**config.mk**
```make
export PLATFORM = sky130hd
export DESIGN_NAME = rank_decider
export DESIGN_NICKNAME = d
export VERILOG_FILES = /design/src/rtl/rank_decider.sv
export SDC_FILE = /design/constraint.sdc
export NUM_CORES = 1
export LEC_CHECK = 0
export ABC_CLOCK_PERIOD_IN_PS = 9400
export BUFFER_PORTS_ARGS = -buffer_cell sky130_fd_sc_hd__buf_4
export CAP_MARGIN = 0
export CORE_ASPECT_RATIO = 0.5
export CORE_MARGIN = 2
export CORE_UTILIZATION = 40
export DETAILED_ROUTE_END_ITERATION = 12
export GPL_ROUTABILITY_DRIVEN = 1
export GPL_TIMING_DRIVEN = 0
export PLACE_DENSITY_LB_ADDON = 0.2
export SETUP_SLACK_MARGIN = 0.02
export SYNTH_ARGS = -nofsm -noshare
export SYNTH_HDL_FRONTEND = slang
export SYNTH_SLANG_ARGS = --single-unit
```
**constraint.sdc**
```tcl
create_clock -name clk -period 9.4 [get_ports clk]
set_clock_uncertainty 0.15 [all_clocks]
set_input_delay 0.47 -clock clk [delete_from_list [all_inputs] [get_ports clk]]
set_output_delay 0.47 -clock clk [all_outputs]
set_load 0.02 [all_outputs]
```
**src/rtl/rank_decider.sv**
```systemverilog
// Rank decider: collects one mismatch score per rank template, scans them serially
// for best and second-best, and reports the winning rank with confidence/timeout flags.
module rank_decider #(
  parameter int NUM_RANKS     = 13,
  parameter int SCORE_W       = 11,
  parameter int REJECT_THRESH = 400,
  parameter int MARGIN        = 40,
  parameter int TIMEOUT       = 4096
) (
  input  logic                           clk,
  input  logic                           rst,
  input  logic                           frame_start,
  input  logic [NUM_RANKS*SCORE_W-1:0]   scores,
  input  logic [NUM_RANKS-1:0]           score_valid,
  output logic [3:0]                     rank_id,
  output logic [SCORE_W-1:0]             best_score,
  output logic [SCORE_W-1:0]             second_score,
  output logic                           rank_valid,
  output logic                           rank_reject,
  output logic                           rank_timeout,
  output logic                           busy,
  output logic                           overrun
);

  localparam int IDX_W = (NUM_RANKS > 1) ? $clog2(NUM_RANKS) : 1;
  localparam int CNT_W = $clog2(TIMEOUT + 1);

  typedef enum logic [1:0] {COLLECT = 2'd0, COMPARE = 2'd1, DONE = 2'd2} state_t;

  state_t                 state_q, state_d;
  logic [NUM_RANKS-1:0]   seen_q, seen_d;
  logic [CNT_W-1:0]       cnt_q, cnt_d;
  logic [IDX_W-1:0]       idx_q, idx_d;
  logic [SCORE_W-1:0]     scan_best_q, scan_best_d;
  logic [SCORE_W-1:0]     scan_second_q, scan_second_d;
  logic [IDX_W-1:0]       scan_id_q, scan_id_d;
  logic                   pend_q, pend_d;
  logic                   overrun_q, overrun_d;
  logic [3:0]             rank_id_q, rank_id_d;
  logic [SCORE_W-1:0]     best_q, best_d;
  logic [SCORE_W-1:0]     second_q, second_d;
  logic                   valid_q, valid_d;
  logic                   reject_q, reject_d;
  logic                   timeout_q, timeout_d;
  logic [SCORE_W-1:0]     slot_q [NUM_RANKS];

  logic [NUM_RANKS-1:0]   seen_upd;
  logic [SCORE_W-1:0]     cur_score;
  logic [SCORE_W-1:0]     gap;
  logic                   any_valid;
  logic                   low_conf;

  // Slots are only written while collecting; scores arriving while busy are dropped.
  always_ff @(posedge clk) begin
    for (int i = 0; i < NUM_RANKS; i++) begin
      if (state_q == COLLECT && score_valid[i]) begin
        slot_q[i] <= scores[i*SCORE_W +: SCORE_W];
      end
    end
  end

  assign any_valid = |score_valid;
  assign seen_upd  = frame_start ? score_valid : (seen_q | score_valid);
  assign cur_score = slot_q[idx_q];
  assign gap       = scan_second_q - scan_best_q;
  assign low_conf  = (32'(scan_best_q) > REJECT_THRESH) || (32'(gap) < MARGIN);

  always_comb begin
    state_d       = state_q;
    seen_d        = seen_q;
    cnt_d         = cnt_q;
    idx_d         = idx_q;
    scan_best_d   = scan_best_q;
    scan_second_d = scan_second_q;
    scan_id_d     = scan_id_q;
    pend_d        = pend_q;
    overrun_d     = overrun_q;
    rank_id_d     = rank_id_q;
    best_d        = best_q;
    second_d      = second_q;
    valid_d       = 1'b0;
    reject_d      = reject_q;
    timeout_d     = timeout_q;

    case (state_q)
      COLLECT: begin
        seen_d = seen_upd;
        if (frame_start) begin
          overrun_d = 1'b0;
          cnt_d     = '0;
        end else if (|seen_q) begin
          cnt_d = cnt_q + 1'b1;
        end
        if (&seen_upd) begin
          state_d       = COMPARE;
          idx_d         = '0;
          scan_best_d   = '1;
          scan_second_d = '1;
          scan_id_d     = '1;
          cnt_d         = '0;
        end else if (!frame_start && (|seen_q) && cnt_q == CNT_W'(TIMEOUT - 1)) begin
          valid_d   = 1'b1;
          timeout_d = 1'b1;
          reject_d  = 1'b1;
          rank_id_d = 4'hF;
          best_d    = '1;
          second_d  = '1;
          seen_d    = '0;
          cnt_d     = '0;
        end
      end
      COMPARE: begin
        overrun_d = overrun_q | any_valid;
        if (frame_start) pend_d = 1'b1;
        // Strict compares: on a tie the earlier index keeps best, the equal value becomes second.
        if (cur_score < scan_best_q) begin
          scan_second_d = scan_best_q;
          scan_best_d   = cur_score;
          scan_id_d     = idx_q;
        end else if (cur_score < scan_second_q) begin
          scan_second_d = cur_score;
        end
        if (idx_q == IDX_W'(NUM_RANKS - 1)) begin
          state_d = DONE;
          idx_d   = '0;
        end else begin
          idx_d = idx_q + 1'b1;
        end
      end
      DONE: begin
        valid_d   = 1'b1;
        rank_id_d = 4'(scan_id_q);
        best_d    = scan_best_q;
        second_d  = scan_second_q;
        reject_d  = low_conf;
        timeout_d = 1'b0;
        state_d   = COLLECT;
        seen_d    = '0;
        cnt_d     = '0;
        pend_d    = 1'b0;
        overrun_d = (pend_q || frame_start) ? 1'b0 : (overrun_q | any_valid);
      end
      default: state_d = COLLECT;
    endcase
  end

  always_ff @(posedge clk) begin
    if (!rst) begin
      state_q       <= COLLECT;
      seen_q        <= '0;
      cnt_q         <= '0;
      idx_q         <= '0;
      scan_best_q   <= '1;
      scan_second_q <= '1;
      scan_id_q     <= '1;
      pend_q        <= 1'b0;
      overrun_q     <= 1'b0;
      rank_id_q     <= 4'hF;
      best_q        <= '1;
      second_q      <= '1;
      valid_q       <= 1'b0;
      reject_q      <= 1'b0;
      timeout_q     <= 1'b0;
    end else begin
      state_q       <= state_d;
      seen_q        <= seen_d;
      cnt_q         <= cnt_d;
      idx_q         <= idx_d;
      scan_best_q   <= scan_best_d;
      scan_second_q <= scan_second_d;
      scan_id_q     <= scan_id_d;
      pend_q        <= pend_d;
      overrun_q     <= overrun_d;
      rank_id_q     <= rank_id_d;
      best_q        <= best_d;
      second_q      <= second_d;
      valid_q       <= valid_d;
      reject_q      <= reject_d;
      timeout_q     <= timeout_d;
    end
  end

  assign rank_id      = rank_id_q;
  assign best_score   = best_q;
  assign second_score = second_q;
  assign rank_valid   = valid_q;
  assign rank_reject  = reject_q;
  assign rank_timeout = timeout_q;
  assign busy         = (state_q != COLLECT);
  assign overrun      = overrun_q;

endmodule

```
=== Yosys cells after proc, flatten, opt, wreduce, memory -nomap -nowiden ===
Memory sizes are Yosys's and may differ from the RTL's. A register that Yosys moved wholly into a read port is not among the register bits.
Index checks and enable logic that the tools add are counted.

* Word-level logic and storage cells: 144
* Memories kept: 1
* Register bits: 89
* Input bits: 159
* Memory bits (writable): 143
* Output and inout port bits: 31

* Reduce and logical (&&, ||, !) cells: 35
* Bitwise operators: 2
* Order comparisons: 4
* Add/subtract/negate cells: 3
* Multiplexer cells: 71
* Equality and inequality tests: 13

{| class="wikitable"
|+ Memories
! name !! words !! width !! rd ports !! clocked after memory_dff !! write ports !! line !! source
|-
| slot_q || 13 || 11 || 1 || 1 || 13 || 45 || <nowiki>logic [SCORE_W-1:0] slot_q [NUM_RANKS];</nowiki>
|}

{| class="wikitable"
|+ Operators by type and width
! operator !! number
|-
| $mux 13 || 7
|-
| $pmux 11 s2 || 4
|-
| $mux 11 || 6
|-
| $pmux 13 s2 || 2
|-
| $mux 1 || 33
|-
| $mux 4 || 8
|-
| $reduce_or 13->1 || 2
|-
| $pmux 4 s2 || 3
|-
| $lt 11x11->1 || 2
|-
| $logic_and 1x1->1 || 15
|-
| $add 13x1->13 const B || 1
|-
| $eq 13x12->1 const B || 1
|-
| $or 13x13->13 || 1
|-
| $reduce_and 13->1 || 1
|-
| $gt 11x9->1 const B || 1
|-
| $lt 11x6->1 const B || 1
|-
| $sub 11x11->11 || 1
|-
| $ne 2x2->1 const B || 5
|-
| $reduce_and 2->1 || 5
|-
| $reduce_and 3->1 || 3
|-
| $pmux 1 s2 || 4
|-
| $reduce_bool 2->1 || 4
|-
| $ne 5x2->1 const B || 1
|-
| $add 4x1->4 const B || 1
|-
| other kinds (13) || 16
|}

=== Logic depth before layout (Yosys ltp) ===
* Word-level depth: 7
* Mapped depth: 17
* Gate-level depth less buffers: 13

=== Least setup slack after synthesis ===
OpenSTA, ideal clock, no wires.

* Kind: register -> register
* Start: register with a tool-made name
* End: register scan_id_q[3]
* Required time: 9.121 ns
* Clock period less this slack: 4.141 ns
* Arrival: 3.861 ns
* Slack: 5.259 ns
* Library setup time: 0.129 ns
* Path buffers: 4
* Stages on the path, launching flop included: 15
* Cells stage by stage: dfxtp_1 -> buf_2 -> buf_1 -> mux4_2 -> mux4_2 -> ha_1 -> a21o_1 -> a21o_1 -> a211oi_1 -> nand3_2 -> a31oi_4 -> buf_6 -> buf_6 -> mux2i_1 -> nand2_1

{| class="wikitable"
|+ RTL lines
! item !! line !! source
|-
| to (signal assigned) || 171 || <nowiki>scan_id_q <= scan_id_d;</nowiki>
|-
| to (decl) || 36 || <nowiki>logic [IDX_W-1:0] scan_id_q, scan_id_d;</nowiki>
|}

==> flow_summary.json <==
{
  "wl_um": 30500,
  "synth_edf_count": 143,
  "grt_pass1_vias": 7926,
  "rsz0062_at_grt": "false",
  "synthDistinctLibCells": 61,
  "portBuffers": 189,
  "overflow": 0,
  "tightest_slew_ps": 1040,
  "ys.flop_type": "edfxtp_1",
  "syn_area_um2": 10200,
  "worstSetupPathDepth": 16,
  "start_util": 0.406,
  "status": "complete, no violations",
  "drive_gt1_frac": 0.257,
  "r2r_slack_ps": 4380,
  "cts_tree": "yes",
  "seq_area_frac_synth": 0.605,
  "internal-power_uw": 1760,
  "netlist_instances": 761,
  "worstReg2RegEnd": "scan_id_q[3]",
  "vias_per_cell": 5.30,
  "seqPwrFrac": 0.521,
  "period_share": 0.535,
  "worstPathRequired_ps": 9630,
  "end_kind": "flip-flop",
  "slew_headroom": 0.306,
  "ys_ff_latch": 236,
  "critPathBufInv": 5,
  "syn_area_per_cell_um2": 13.4,
  "finalSetupViolations": 0,
  "cts_resized": 0,
  "grt_first_pass_wirelength_um": 45700,
  "clock_path_buffers": 3,
  "max_stage_delay_ps": 680,
  "wire_per_inst_um": 20.7,
  "antenna_found_initial": 2,
  "numCtsBuffers": 23,
  "irDropWorstVdd_uv": 110,
  "hold_viol": 0,
  "fp-row-count": 41,
  "cp-endpoint": "scan_id_q[3]",
  "switchingPower_uw": 535,
  "hold_class": "input port to flip-flop",
  "cts_sinks": 236,
  "cap_violations": 0,
  "netlist.top_cell.by_area": "edfxtp_1",
  "worst_r2r_path_depth": 16,
  "power_density_nw_per_um2": 162,
  "clock_latency_ps": 530,
  "ys_warn_count": 0,
  "fmax_mhz": 199,
  "timing.final.crit_period_ps": 5020,
  "power_frac_comb": 0.108,
  "synth_top_area_frac": 0.422,
  "critPathTopFamily": "buffers and inverters",
  "io_pins": 190,
  "crit_type": "flip-flop to flip-flop",
  "synth.area.top_cells": "edfxtp_1 42%, dfxtp_1 18%, mux4_2 9.1%",
  "fin_nets": 1313,
  "ys_async_sr_fraction": 0,
  "crit_arrival_ps": 5250,
  "crit_path_max_fanout": 10,
  "fp.dieH_um": 117,
  "fin_total_pwr_uw": 2290,
  "clockPowerShare": 0.370,
  "dr.pass1.iters": 5,
  "root_buffer": "clkbuf_16",
  "grt_max_degree": 15,
  "start_kind": "flip-flop",
  "ant_nets": 0,
  "die_w_um": 230,
  "drt_iter0_drc": 510,
  "p_sw_frac": 0.234,
  "coreArea_um2": 25100,
  "n_fill_cell": 1983,
  "drc": 0,
  "dp_hpwl_um": 20900,
  "num_vias": 7834,
  "leakagePower_uw": 0.00560,
  "gp_congestion": 0.877,
  "crit_path_top_delay_cell": "buf_1",
  "crit_path_cell_trace": "buf_2 > buf_1 > mux4_2 > mux2_2 > a21oi_1 > inv_1 > ha_1 > nand2_1 > o21ai_0 > a211oi_1 > nand3_2 > a31oi_4 > buf_6 > buf_6 > mux2i_1 > nand2_1",
  "slew_violations": 0,
  "dieArea_um2": 26800,
  "synth_nets": 956,
  "fin_setup_tns_ps": 0,
  "clkTransAtPathRegs_ps": 60,
  "grt_use_total": 0.225,
  "synthToLayoutAreaGrowth_pct": 38.8,
  "htree_num_levels": 1
}
-- per-stage QoR --
| step | setup slack, ps | utilization | instances | hold slack [ps] | cell area (um2) |
|---|---|---|---|---|---|
| 2_1_floorplan | 5260 | - | 761 | 292 | 10200 |
| 3_3_place_gp | 4450 | 0.479 | 1294 | 308 | 12000 |
| 3_5_place_dp | 4440 | 0.479 | 1294 | 313 | 12000 |
| 4_1_cts | 4410 | 0.563 | 1477 | 48.1 | 14100 |
| 5_1_grt | 4120 | 0.563 | 1479 | 62.4 | 14100 |
| 6_report | 4380 | 0.563 | 1479 | 60.5 | 14100 |
-- registers in the layout (all words and copies together), names as in the netlist, named ones only --
| signal | cells |
|---|---|
| scan_best_q | 11 |
| seen_q | 13 |
| scan_second_q | 11 |
| slot_q | 143 |
| idx_q | 4 |
| best_score | 11 |
| overrun | 1 |
| rank_id | 4 |
| rank_timeout | 1 |
| rank_reject | 1 |
| cnt_q | 13 |
| scan_id_q | 4 |
| second_score | 11 |
| rank_valid | 1 |
| pend_q | 1 |
| state_q | 2 |
-- synth_stat cells (15+ instances only) --
| cell type | number |
|---|---|
| a21oi_1 | 20 |
| a31oi_1 | 15 |
| and2_1 | 18 |
| clkbuf_1 | 18 |
| dfxtp_1 | 93 |
| edfxtp_1 | 143 |
| ha_1 | 36 |
| inv_1 | 38 |
| mux4_2 | 41 |
| nand2_1 | 49 |
| nor2_1 | 39 |
| o21ai_0 | 18 |
| o22ai_1 | 34 |
-- repair_timing --
action	in CTS	in global routing
buffers inserted	0	0
hold buffers	143	0
endpoints found under the hold margin	143	0
-- layout by cell type (no fill, tap or decap), drive strengths merged, types with 3 or more instances in the layout --
cell type	Yosys	final
o21ai	31	31
nor2b	3	3
dfxtp	93	93
or3	4	4
dlygate4sd3	0	143
nand2	49	49
clkinv	0	10
nand2b	3	3
mux4	41	41
and2	18	18
nand3	12	12
nor4b	15	15
a21boi	5	5
mux2i	13	13
inv	38	39
nor3	10	10
and3	9	9
o211a	3	3
nor4	7	7
o22ai	34	34
xnor2	9	9
a31oi	16	16
nand4	8	8
edfxtp	143	143
a22o	13	13
nor3b	7	7
mux2	5	5
a21oi	20	20
buf	21	210
clkbuf	18	47
ha	36	36
nor2	39	39
a21o	6	6
a41oi	3	3
-- worst min path at each step --
stage / end / cells after the start / from / slack (ps)
2_1_floorplan: scan_id_q[3] / 2 / scan_id_q[3] / 290
3_3_place_gp: second_score[5] / 2 / second_score[5] / 310
5_1_grt: seen_q[11] / 2 / score_valid[11] / 60
6_report: seen_q[11] / 2 / score_valid[11] / 60
3_5_place_dp: rank_id[0] / 2 / rank_id[0] / 310
4_1_cts: seen_q[11] / 2 / score_valid[11] / 50
-- area by class of cell --
type | instances | area, um2 | share of cell area
clock buffer | 29 | 608 | 0.0430
timing repair buffer | 332 | 2850 | 0.202
antenna | 2 | 5.00 | 0.000354
inverter | 38 | 143 | 0.0101
buffer | 39 | 186 | 0.0132
clock inverter | 11 | 56.3 | 0.00398
sequential | 236 | 6160 | 0.436
tap | 344 | 430 | 0.0305
multi-input combinational | 448 | 3690 | 0.261
-- metal layers --
metal | global-route usage | vias to the layer above | share of wire
li1 | - | 3648 | -
met1 | 0.290 | 3878 | 0.43
met2 | 0.398 | 252 | 0.50
met3 | 0.0424 | 56 | 0.058
met4 | 0.0563 | 0 | 0.021
met5 | 0 | - | 0
-- cells by family (layout without fill, tap and decap cells) --
group,count (synthesis),after routing,synth area share
flip-flops,236,236,0.605
multiplexers,59,59,0.109
AND/OR/NAND/NOR,192,192,0.102
other,0,2,0
adder cells (fa/ha/maj),36,36,0.0443
XOR/XNOR,11,11,0.00947
buffers and inverters,77,449,0.0323
AO/OA/AOI/OAI,150,150,0.0985
-- power groups by stage --
stage | combinational (uW) | clock (uW) | sequential, uW
after CTS | 248 | 860 | 1190
after detailed placement | 197 | 0 | 1220
after global placement | 193 | 0 | 1210
final | 249 | 849 | 1200
after floorplan | 93.4 | 0 | 1210
after global routing | 267 | 901 | 1200
(Power assumes the default switching activity.)
